File: config.mk
export PLATFORM = sky130hd
export DESIGN_NAME = vga_vram_arbiter_flat
export DESIGN_NICKNAME = d
export VERILOG_FILES = /design/src/rtl/vga_vram_arbiter_if.sv /design/src/rtl/vga_vram_arbiter.sv /design/src/flat_wrapper.sv
export SDC_FILE = /design/constraint.sdc
export NUM_CORES = 1
export LEC_CHECK = 0
export CORE_ASPECT_RATIO = 1.4
export CORE_UTILIZATION = 51
export CTS_CLUSTER_DIAMETER = 50
export DETAILED_ROUTE_END_ITERATION = 16
export PLACE_DENSITY = 0.91
export SETUP_SLACK_MARGIN = 0.4
export SKIP_CTS_REPAIR_TIMING = 1
export SLEW_MARGIN = 0
export SYNTH_ARGS = -nofsm -noshare
export SYNTH_HDL_FRONTEND = slang
export SYNTH_SLANG_ARGS = --single-unit
File: constraint.sdc
create_clock -name clk_25 -period 3.27 [get_ports clk_25]
set_clock_uncertainty 0.05 [all_clocks]
set_input_delay 0.8175 -clock clk_25 [delete_from_list [all_inputs] [get_ports clk_25]]
set_output_delay 0.8175 -clock clk_25 [all_outputs]
set_load 0.03 [all_outputs]
File: src/rtl/vga_vram_arbiter_if.sv
// rtl/vga_vram_arbiter_if.sv - scanout, CPU bus and VRAM port signals of vga_vram_arbiter
interface vga_vram_arbiter_if #(
  parameter int AW = 13,
  parameter int DW = 8
);
  logic          vid_req;
  logic [AW-1:0] vid_addr;
  logic          vid_valid;
  logic [DW-1:0] vid_rdata;

  logic          cpu_req;
  logic          cpu_we;
  logic [AW-1:0] cpu_addr;
  logic [DW-1:0] cpu_wdata;
  logic          cpu_ready;
  logic          cpu_rvalid;
  logic [DW-1:0] cpu_rdata;

  logic          wbuf_empty;
  logic          wbuf_full;

  logic          ram_en;
  logic          ram_we;
  logic [AW-1:0] ram_addr;
  logic [DW-1:0] ram_wdata;
  logic [DW-1:0] ram_rdata;

  logic [15:0]   stall_cnt;

  modport master (
    output vid_req, vid_addr, cpu_req, cpu_we, cpu_addr, cpu_wdata, ram_rdata,
    input  vid_valid, vid_rdata, cpu_ready, cpu_rvalid, cpu_rdata,
           wbuf_empty, wbuf_full, ram_en, ram_we, ram_addr, ram_wdata, stall_cnt
  );

  modport slave (
    input  vid_req, vid_addr, cpu_req, cpu_we, cpu_addr, cpu_wdata, ram_rdata,
    output vid_valid, vid_rdata, cpu_ready, cpu_rvalid, cpu_rdata,
           wbuf_empty, wbuf_full, ram_en, ram_we, ram_addr, ram_wdata, stall_cnt
  );
endinterface

File: src/rtl/vga_vram_arbiter.sv
// rtl/vga_vram_arbiter.sv - single-port VRAM arbiter: scanout first, posted CPU writes, then CPU reads
// Optional stall counter enabled by defining VGA_VRAM_ARB_STATS_EN.
module vga_vram_arbiter #(
  parameter int AW         = 13,
  parameter int DW         = 8,
  parameter int WBUF_DEPTH = 4
) (
  input  logic            clk_25,
  input  logic            rst_n,
  vga_vram_arbiter_if.slave bus
);
  localparam int PW = $clog2(WBUF_DEPTH);
  localparam int CW = PW + 1;
  localparam logic [CW-1:0] FULL_CNT = CW'(WBUF_DEPTH);

  typedef enum logic [1:0] {S_IDLE, S_DRAIN, S_RD_ISSUE, S_RD_RET} state_t;

  state_t        state_q, state_d;
  logic [AW-1:0] wb_addr [WBUF_DEPTH];
  logic [DW-1:0] wb_data [WBUF_DEPTH];
  logic [PW-1:0] wr_ptr, rd_ptr;
  logic [CW-1:0] wb_count, count_d;
  logic          rd_pending, rd_pending_d;
  logic [AW-1:0] rd_addr;
  logic          vid_valid_q;
  logic [DW-1:0] cpu_rdata_q;
  logic          wb_full;
  logic          push, pop, rd_accept, rd_issue;

  assign wb_full = (wb_count == FULL_CNT);

  // The state always names the operation owed to the RAM; scanout simply pre-empts it for a cycle.
  always_comb begin
    state_d       = state_q;
    pop           = 1'b0;
    rd_issue      = 1'b0;
    bus.ram_en    = 1'b0;
    bus.ram_we    = 1'b0;
    bus.ram_addr  = '0;
    bus.ram_wdata = wb_data[rd_ptr];

    if (bus.vid_req) begin
      bus.ram_en   = 1'b1;
      bus.ram_addr = bus.vid_addr;
    end else begin
      case (state_q)
        S_DRAIN: begin
          pop          = 1'b1;
          bus.ram_en   = 1'b1;
          bus.ram_we   = 1'b1;
          bus.ram_addr = wb_addr[rd_ptr];
        end
        S_RD_ISSUE: begin
          rd_issue     = 1'b1;
          bus.ram_en   = 1'b1;
          bus.ram_addr = rd_addr;
        end
        default: ;
      endcase
    end

    bus.cpu_ready = bus.cpu_we ? (!wb_full && !rd_pending) : !rd_pending;
    push          = bus.cpu_req &&  bus.cpu_we && bus.cpu_ready;
    rd_accept     = bus.cpu_req && !bus.cpu_we && bus.cpu_ready;
    count_d       = wb_count + CW'(push) - CW'(pop);
    rd_pending_d  = rd_accept || (rd_pending && !rd_issue);

    if (rd_issue)           state_d = S_RD_RET;
    else if (count_d != '0) state_d = S_DRAIN;
    else if (rd_pending_d)  state_d = S_RD_ISSUE;
    else                    state_d = S_IDLE;
  end

  always_ff @(posedge clk_25 or negedge rst_n) begin
    if (!rst_n) begin
      state_q     <= S_IDLE;
      wr_ptr      <= '0;
      rd_ptr      <= '0;
      wb_count    <= '0;
      rd_pending  <= 1'b0;
      rd_addr     <= '0;
      vid_valid_q <= 1'b0;
      cpu_rdata_q <= '0;
    end else begin
      state_q     <= state_d;
      wb_count    <= count_d;
      rd_pending  <= rd_pending_d;
      vid_valid_q <= bus.vid_req;
      if (push)      wr_ptr  <= wr_ptr + 1'b1;
      if (pop)       rd_ptr  <= rd_ptr + 1'b1;
      if (rd_accept) rd_addr <= bus.cpu_addr;
      if (state_q == S_RD_RET) cpu_rdata_q <= bus.ram_rdata;
    end
  end

  always_ff @(posedge clk_25) begin
    if (push) begin
      wb_addr[wr_ptr] <= bus.cpu_addr;
      wb_data[wr_ptr] <= bus.cpu_wdata;
    end
  end

  assign bus.vid_valid  = vid_valid_q;
  assign bus.vid_rdata  = vid_valid_q ? bus.ram_rdata : '0;
  assign bus.cpu_rvalid = (state_q == S_RD_RET);
  assign bus.cpu_rdata  = bus.cpu_rvalid ? bus.ram_rdata : cpu_rdata_q;
  assign bus.wbuf_empty = (wb_count == '0);
  assign bus.wbuf_full  = wb_full;

`ifdef VGA_VRAM_ARB_STATS_EN
  logic [15:0] stall_q;

  always_ff @(posedge clk_25 or negedge rst_n) begin
    if (!rst_n)
      stall_q <= 16'h0000;
    else if (state_q == S_RD_RET)
      stall_q <= 16'h0000;
    else if ((wb_count != '0 || rd_pending) && bus.vid_req && stall_q != 16'hFFFF)
      stall_q <= stall_q + 16'h0001;
  end

  assign bus.stall_cnt = stall_q;
`else
  assign bus.stall_cnt = 16'h0000;
`endif
endmodule

File: src/flat_wrapper.sv
// flat-port wrapper written by rule: the top's interface ports become plain ports
module vga_vram_arbiter_flat 
#(
  parameter int AW         = 13,
  parameter int DW         = 8,
  parameter int WBUF_DEPTH = 4
)
  (clk_25, rst_n, bus_vid_req, bus_vid_addr, bus_cpu_req, bus_cpu_we, bus_cpu_addr, bus_cpu_wdata, bus_ram_rdata, bus_vid_valid, bus_vid_rdata, bus_cpu_ready, bus_cpu_rvalid, bus_cpu_rdata, bus_wbuf_empty, bus_wbuf_full, bus_ram_en, bus_ram_we, bus_ram_addr, bus_ram_wdata, bus_stall_cnt);
  vga_vram_arbiter_if #(.AW(AW), .DW(DW)) bus_i ();
  input  logic clk_25;
  input  logic rst_n;
  input wire logic [$bits(bus_i.vid_req)-1:0] bus_vid_req;
  input wire logic [$bits(bus_i.vid_addr)-1:0] bus_vid_addr;
  input wire logic [$bits(bus_i.cpu_req)-1:0] bus_cpu_req;
  input wire logic [$bits(bus_i.cpu_we)-1:0] bus_cpu_we;
  input wire logic [$bits(bus_i.cpu_addr)-1:0] bus_cpu_addr;
  input wire logic [$bits(bus_i.cpu_wdata)-1:0] bus_cpu_wdata;
  input wire logic [$bits(bus_i.ram_rdata)-1:0] bus_ram_rdata;
  output wire logic [$bits(bus_i.vid_valid)-1:0] bus_vid_valid;
  output wire logic [$bits(bus_i.vid_rdata)-1:0] bus_vid_rdata;
  output wire logic [$bits(bus_i.cpu_ready)-1:0] bus_cpu_ready;
  output wire logic [$bits(bus_i.cpu_rvalid)-1:0] bus_cpu_rvalid;
  output wire logic [$bits(bus_i.cpu_rdata)-1:0] bus_cpu_rdata;
  output wire logic [$bits(bus_i.wbuf_empty)-1:0] bus_wbuf_empty;
  output wire logic [$bits(bus_i.wbuf_full)-1:0] bus_wbuf_full;
  output wire logic [$bits(bus_i.ram_en)-1:0] bus_ram_en;
  output wire logic [$bits(bus_i.ram_we)-1:0] bus_ram_we;
  output wire logic [$bits(bus_i.ram_addr)-1:0] bus_ram_addr;
  output wire logic [$bits(bus_i.ram_wdata)-1:0] bus_ram_wdata;
  output wire logic [$bits(bus_i.stall_cnt)-1:0] bus_stall_cnt;
  assign bus_i.vid_req = bus_vid_req;
  assign bus_i.vid_addr = bus_vid_addr;
  assign bus_i.cpu_req = bus_cpu_req;
  assign bus_i.cpu_we = bus_cpu_we;
  assign bus_i.cpu_addr = bus_cpu_addr;
  assign bus_i.cpu_wdata = bus_cpu_wdata;
  assign bus_i.ram_rdata = bus_ram_rdata;
  assign bus_vid_valid = bus_i.vid_valid;
  assign bus_vid_rdata = bus_i.vid_rdata;
  assign bus_cpu_ready = bus_i.cpu_ready;
  assign bus_cpu_rvalid = bus_i.cpu_rvalid;
  assign bus_cpu_rdata = bus_i.cpu_rdata;
  assign bus_wbuf_empty = bus_i.wbuf_empty;
  assign bus_wbuf_full = bus_i.wbuf_full;
  assign bus_ram_en = bus_i.ram_en;
  assign bus_ram_we = bus_i.ram_we;
  assign bus_ram_addr = bus_i.ram_addr;
  assign bus_ram_wdata = bus_i.ram_wdata;
  assign bus_stall_cnt = bus_i.stall_cnt;
  vga_vram_arbiter #(.AW(AW), .DW(DW), .WBUF_DEPTH(WBUF_DEPTH)) u_core (.clk_25(clk_25), .rst_n(rst_n), .bus(bus_i));
endmodule
Word level (Yosys, flattened, before mapping)
Memories as Yosys holds them, arrays and structs flattened.
Index checks and enable logic that the tools add are counted.
Operators by class
  bitwise logic cells: 0
  eq/ne operators: 4
  magnitude comparators: 0
  multipliers: 0
  $add $sub $neg: 4
  mux-type cells: 16
  divide/modulo/power cells: 0
  reductions and logical operators: 14
  shift-type cells: 0
Operator list (number)
  13-bit one-hot mux with 2 select lines: 1
  8-bit 2-to-1 mux: 2
  13-bit 2-to-1 mux: 1
  1-bit 2-to-1 mux: 9
  1-bit logical AND: 6
  2-bit 2-to-1 mux: 3
  2-bit by 1-bit adder with 2-bit output, second input constant: 2
  2-bit equality test, second input constant: 2
  1-bit logical NOT: 4
  3-bit by 1-bit adder with 3-bit output: 1
  3-bit equality test, second input constant: 1
  3-bit logical NOT: 1
  3-bit nonzero test: 1
  3-bit by 1-bit subtractor with 3-bit output: 1
  2-bit by 1-bit equality test with 1-bit output, second input constant: 1
  2-bit OR reduction: 1
  1-bit logical OR: 1
Storage, ports and cells
  memory bits (writable): 84
  bits in registers: 32
  output and inout port bits: 60
  memory bits (read-only): 0
  memories: 2
  bits of input ports: 47
  latch bits: 0
  logic and storage cells: 48
Memories
  u_core.wb_addr: depth 4, width 13, rd ports 1, clocked after memory_dff 0, write ports 1, line vga_vram_arbiter.sv:19  | logic [AW-1:0] wb_addr [WBUF_DEPTH];
  u_core.wb_data: depth 4, width 8, rd ports 1, clocked after memory_dff 0, write ports 1, line vga_vram_arbiter.sv:20  | logic [DW-1:0] wb_data [WBUF_DEPTH];

Longest topological paths before layout
  depth after elaboration: 10
  mapped depth: 9
  depth with buffers taken out: 9

Worst setup path after synthesis
Ideal clock, no wire load.
  path type: in2reg
  from: input bus_vid_req
  to: register u_core.state_q[0]
  cell stages on the path: 7
  setup slack: 39 ps
  buffers on the path: 1
  arrival time: 3043 ps
  cells stage by stage: clkbuf_1 -> nor2b_1 -> ha_1 -> inv_1 -> ha_1 -> fa_1 -> or4b_1
On the way
  longest elaborated chain between the ends: 5
RTL lines
  start, declared: line flat_wrapper.sv:12  | input wire logic [$bits(bus_i.vid_req)-1:0] bus_vid_req;
  1-bit 2-to-1 mux
  via bus_ram_we: line flat_wrapper.sv:27  | output wire logic [$bits(bus_i.ram_we)-1:0] bus_ram_we;
  3-bit by 1-bit subtractor with 3-bit output: line vga_vram_arbiter.sv:65  | count_d = wb_count + CW'(push) - CW'(pop);
  via u_core.count_d[1]: line vga_vram_arbiter.sv:22  | logic [CW-1:0] wb_count, count_d;
  3-bit nonzero test: line vga_vram_arbiter.sv:69  | else if (count_d != '0) state_d = S_DRAIN;
  2-bit 2-to-1 mux: line vga_vram_arbiter.sv:69
  2-bit 2-to-1 mux: line vga_vram_arbiter.sv:68  | if (rd_issue) state_d = S_RD_RET;
  via u_core.state_d[0]: line vga_vram_arbiter.sv:18  | state_t state_q, state_d;
  end signal, assigned: line vga_vram_arbiter.sv:85  | state_q <= state_d;
  end, declared: line vga_vram_arbiter.sv:18
The timed path passes the listed nets, and every way through them passes these cells.
A chain may end at the register's enable or synchronous reset.

Worst setup path after layout
  from: register u_core.state_q[0]
  to: output bus_ram_addr[6]
On the way
  longest elaborated chain between the ends: 3
RTL lines
  2-bit equality test / 2-bit by 1-bit equality test with 1-bit output (equally long branches): line vga_vram_arbiter.sv:46  | case (state_q)
  13-bit one-hot mux with 2 select lines *: line vga_vram_arbiter.sv:46
  13-bit 2-to-1 mux *: line vga_vram_arbiter.sv:42  | if (bus.vid_req) begin
  end, declared: line flat_wrapper.sv:28  | output wire logic [$bits(bus_i.ram_addr)-1:0] bus_ram_addr;
Mark *: on every way between the ends. The rest lies on a longest branch, timed or not.

==> impl_metrics.yaml <==
status:
  status: "complete, no violations"
pwr:
  leakagePower_nw: 2.71
  p_sw_w: 0.00196
  powerDensity_nw_per_um2: 907
  comb_power_share: 0.338
  p_seq_frac: 0.331
  swShare: 0.319
  peakVddDrop_mv: 0.742
  p_int_w: 0.00418
  pwr-share-clk: 0.331
placement:
  io_buffers: 90
  gp_congestion: 0.780
  dp_hpwl_microns: 6580
  dpl_cell_area_sq_um: 5910
synthesis:
  synth.avg_cell_area_sq_um: 16.8
  synthFlopType: "edfxtp_1"
  netlist_instances: 293
  synth.ff_latch_count: 116
  ys_warn_count: 0
  syn_area_sq_um: 4920
  synthArstFlopShare: 0.276
  ys_seq_area_frac: 0.675
  ys_types: 31
  synth-edff-count: 84
job:
  cap_violations: 0
finish:
  finalNetCount: 462
  final_area_sq_um: 6780
  fillers: 546
  ff_latch_area_sq_um: 3330
  drive_gt1_frac: 0.287
  layout.cells.most_common_list: "edfxtp_1, clkdlybuf4s50_1, dfrtp_1"
  fin_util: 0.720
  final_common_cell: "edfxtp_1"
  syn_to_final_growth_pct: 37.7
  diodes: 0
  multiInputGateArea_sq_um: 1550
clocking:
  cts-htree-levels: 4
  cts_tree: "yes"
  numCtsBuffers: 17
  insertion_delay_ns: 0.41
  cts_root_buf: "clkbuf_16"
  clock_sinks: 116
  clock_path_buffers: 2
  path_clk_slew_ns: 0.06
die:
  rows: 42
  die_y_microns: 118
  die_area_sq_um: 10100
  initial_core_util: 0.523
  core-area_sq_um: 9410
  ioPinCount: 107
  die_x_microns: 85.0
global_route:
  grt_start_max_net_pins: 33
  grt_pass1_wl_microns: 16300
  antenna_found_initial: 0
  track_usage: 0.224
  grt_pass1_vias: 3139
  grt.overflow.total: 0
hold_path:
  hold_class: "input pin to async pin"
critical_path:
  startpoint: "u_core.state_q[0]$_DFF_PN0_"
  arrival_ns: 2.22
  worst-r2r-cell-count: 8
  path_class: "flop to output pin"
  end_kind: "output pin"
  timing.rr.start: "u_core.state_q[0]$_DFF_PN0_"
  cp_max_fo: 7
  crit_required_ns: 2.40
  r2r-end: "u_core.state_q[0]$_DFF_PN0_"
  endpoint: "bus_ram_addr[6]"
  rrSetupSlack_ns: 0.69
  start_kind: "flop"
timing:
  tightest_slew_ns: 0.789
  final-setup-viol-count: 0
  slew_headroom: 0.474
  hold_viol: 0
  period_needed_ns: 3.09
  rsz0062_at_grt: "true"
  slew_viol_final: 0
  setup-tns-final_ns: 0
  fin_crit_sh: 0.945
  fmax_mhz: 324
routing:
  num_vias: 3026
  drt_wl_total_microns: 11300
  ant_nets: 0
  vias_per_cell: 5.73
  dr.pass1.iters: 4
  wl_per_cell_microns: 21.5
  route.detailed.drc: 0
  drt_iter0_drc: 205
## power groups by stage
stage	Combinational, W	Clock, W	Sequential [W]
5_1_grt	0.00218	0.00211	0.00206
3_5_place_dp	0.00191	0	0.00203
2_1_floorplan	0.00134	0	0.00192
6_report	0.00208	0.00204	0.00203
3_3_place_gp	0.00184	0	0.00201
4_1_cts	0.00193	0.00204	0.00201
## worst min path at each step
| stage | cells past startpoint | end | slack, ns | from |
|---|---|---|---|---|
| after detailed placement | 1 | u_core.rd_addr[8]$_DFFE_PN0P_ | 0.44 | u_core.rd_addr[8]$_DFFE_PN0P_ |
| after CTS | 1 | u_core.cpu_rdata_q[1]$_DFF_PN0_ | 0.45 | rst_n |
| after global routing | 1 | u_core.cpu_rdata_q[5]$_DFF_PN0_ | 0.46 | u_core.cpu_rdata_q[5]$_DFF_PN0_ |
| final | 1 | u_core.cpu_rdata_q[1]$_DFF_PN0_ | 0.44 | rst_n |
| after global placement | 1 | u_core.cpu_rdata_q[0]$_DFF_PN0_ | 0.43 | u_core.cpu_rdata_q[0]$_DFF_PN0_ |
| after floorplan | 1 | u_core.rd_addr[0]$_DFFE_PN0P_ | 0.42 | u_core.rd_addr[0]$_DFFE_PN0P_ |
## flip-flops by register name, indices dropped and copies added, names as in the netlist
name	cells
u_core.wb_addr	52
u_core.wb_data	32
u_core.rd_addr	13
u_core.cpu_rdata_q	8
u_core.wb_count	3
u_core.rd_ptr	2
u_core.state_q	2
u_core.wr_ptr	2
u_core.bus.vid_valid	1
u_core.rd_pending	1
## worst max-delay path, cell delays in order (launching register included)
cell and delay (ns):
dfrtp_1 0.38, inv_2 0.06, ha_4 0.27, or4b_4 0.59, o22ai_2 0.20, a221o_1 0.17
buf_6 0.14
## cell type report
cell class / instances / share of cell area
repair buffers: 107 / 0.158
inverters: 8 / 0.00443
multi-input cells: 155 / 0.229
well taps: 110 / 0.0203
clock buffers: 17 / 0.0628
clock inverters: 15 / 0.0340
flip-flops and latches: 116 / 0.492
## logic make-up after synthesis
logic type / Yosys count / share of synthesized area
AOI/OAI and AO/OA: 29 / 0.0473
and+or+nand+nor: 38 / 0.0542
DFF: 116 / 0.675
muxes: 56 / 0.140
adders and majority gates: 10 / 0.0270
other: 1 / 0.000762
xor gates and xnor gates: 5 / 0.00890
buffers and inverters: 38 / 0.0468
## routing by layer
layer | vias up | routed length (microns) | global-route usage
met1 | 1540 | 4140 | 0.265
met4 | 0 | 248 | 0.0943
met2 | 150 | 6160 | 0.376
met5 | - | 0 | 0
li1 | 1315 | - | -
met3 | 21 | 789 | 0.0705
## cell usage after synthesis (all sizes together) (3+ instances only)
cell type | instances | area (sq um)
mux2 | 22 | 248
buf | 26 | 185
nor2b | 15 | 93.8
and2 | 12 | 75.1
mux2i | 26 | 260
clkbuf | 4 | 15.0
inv | 8 | 30.0
dfrtp | 32 | 801
ha | 9 | 113
edfxtp | 84 | 2520
xnor2 | 3 | 26.3
a221o | 13 | 130
o22ai | 13 | 81.3
mux4 | 8 | 180
## metrics by stage
step	total power, W	setup WS (ns)	std cells	hold WS, ns
after floorplan	0.00326	0.450	308	0.423
after CTS	0.00598	-0.116	526	0.452
final	0.00615	0.179	528	0.438
after global routing	0.00636	0.116	528	0.463
after detailed placement	0.00394	-0.0301	494	0.439
after global placement	0.00385	0.0479	494	0.431
(Power assumes the default switching activity.)
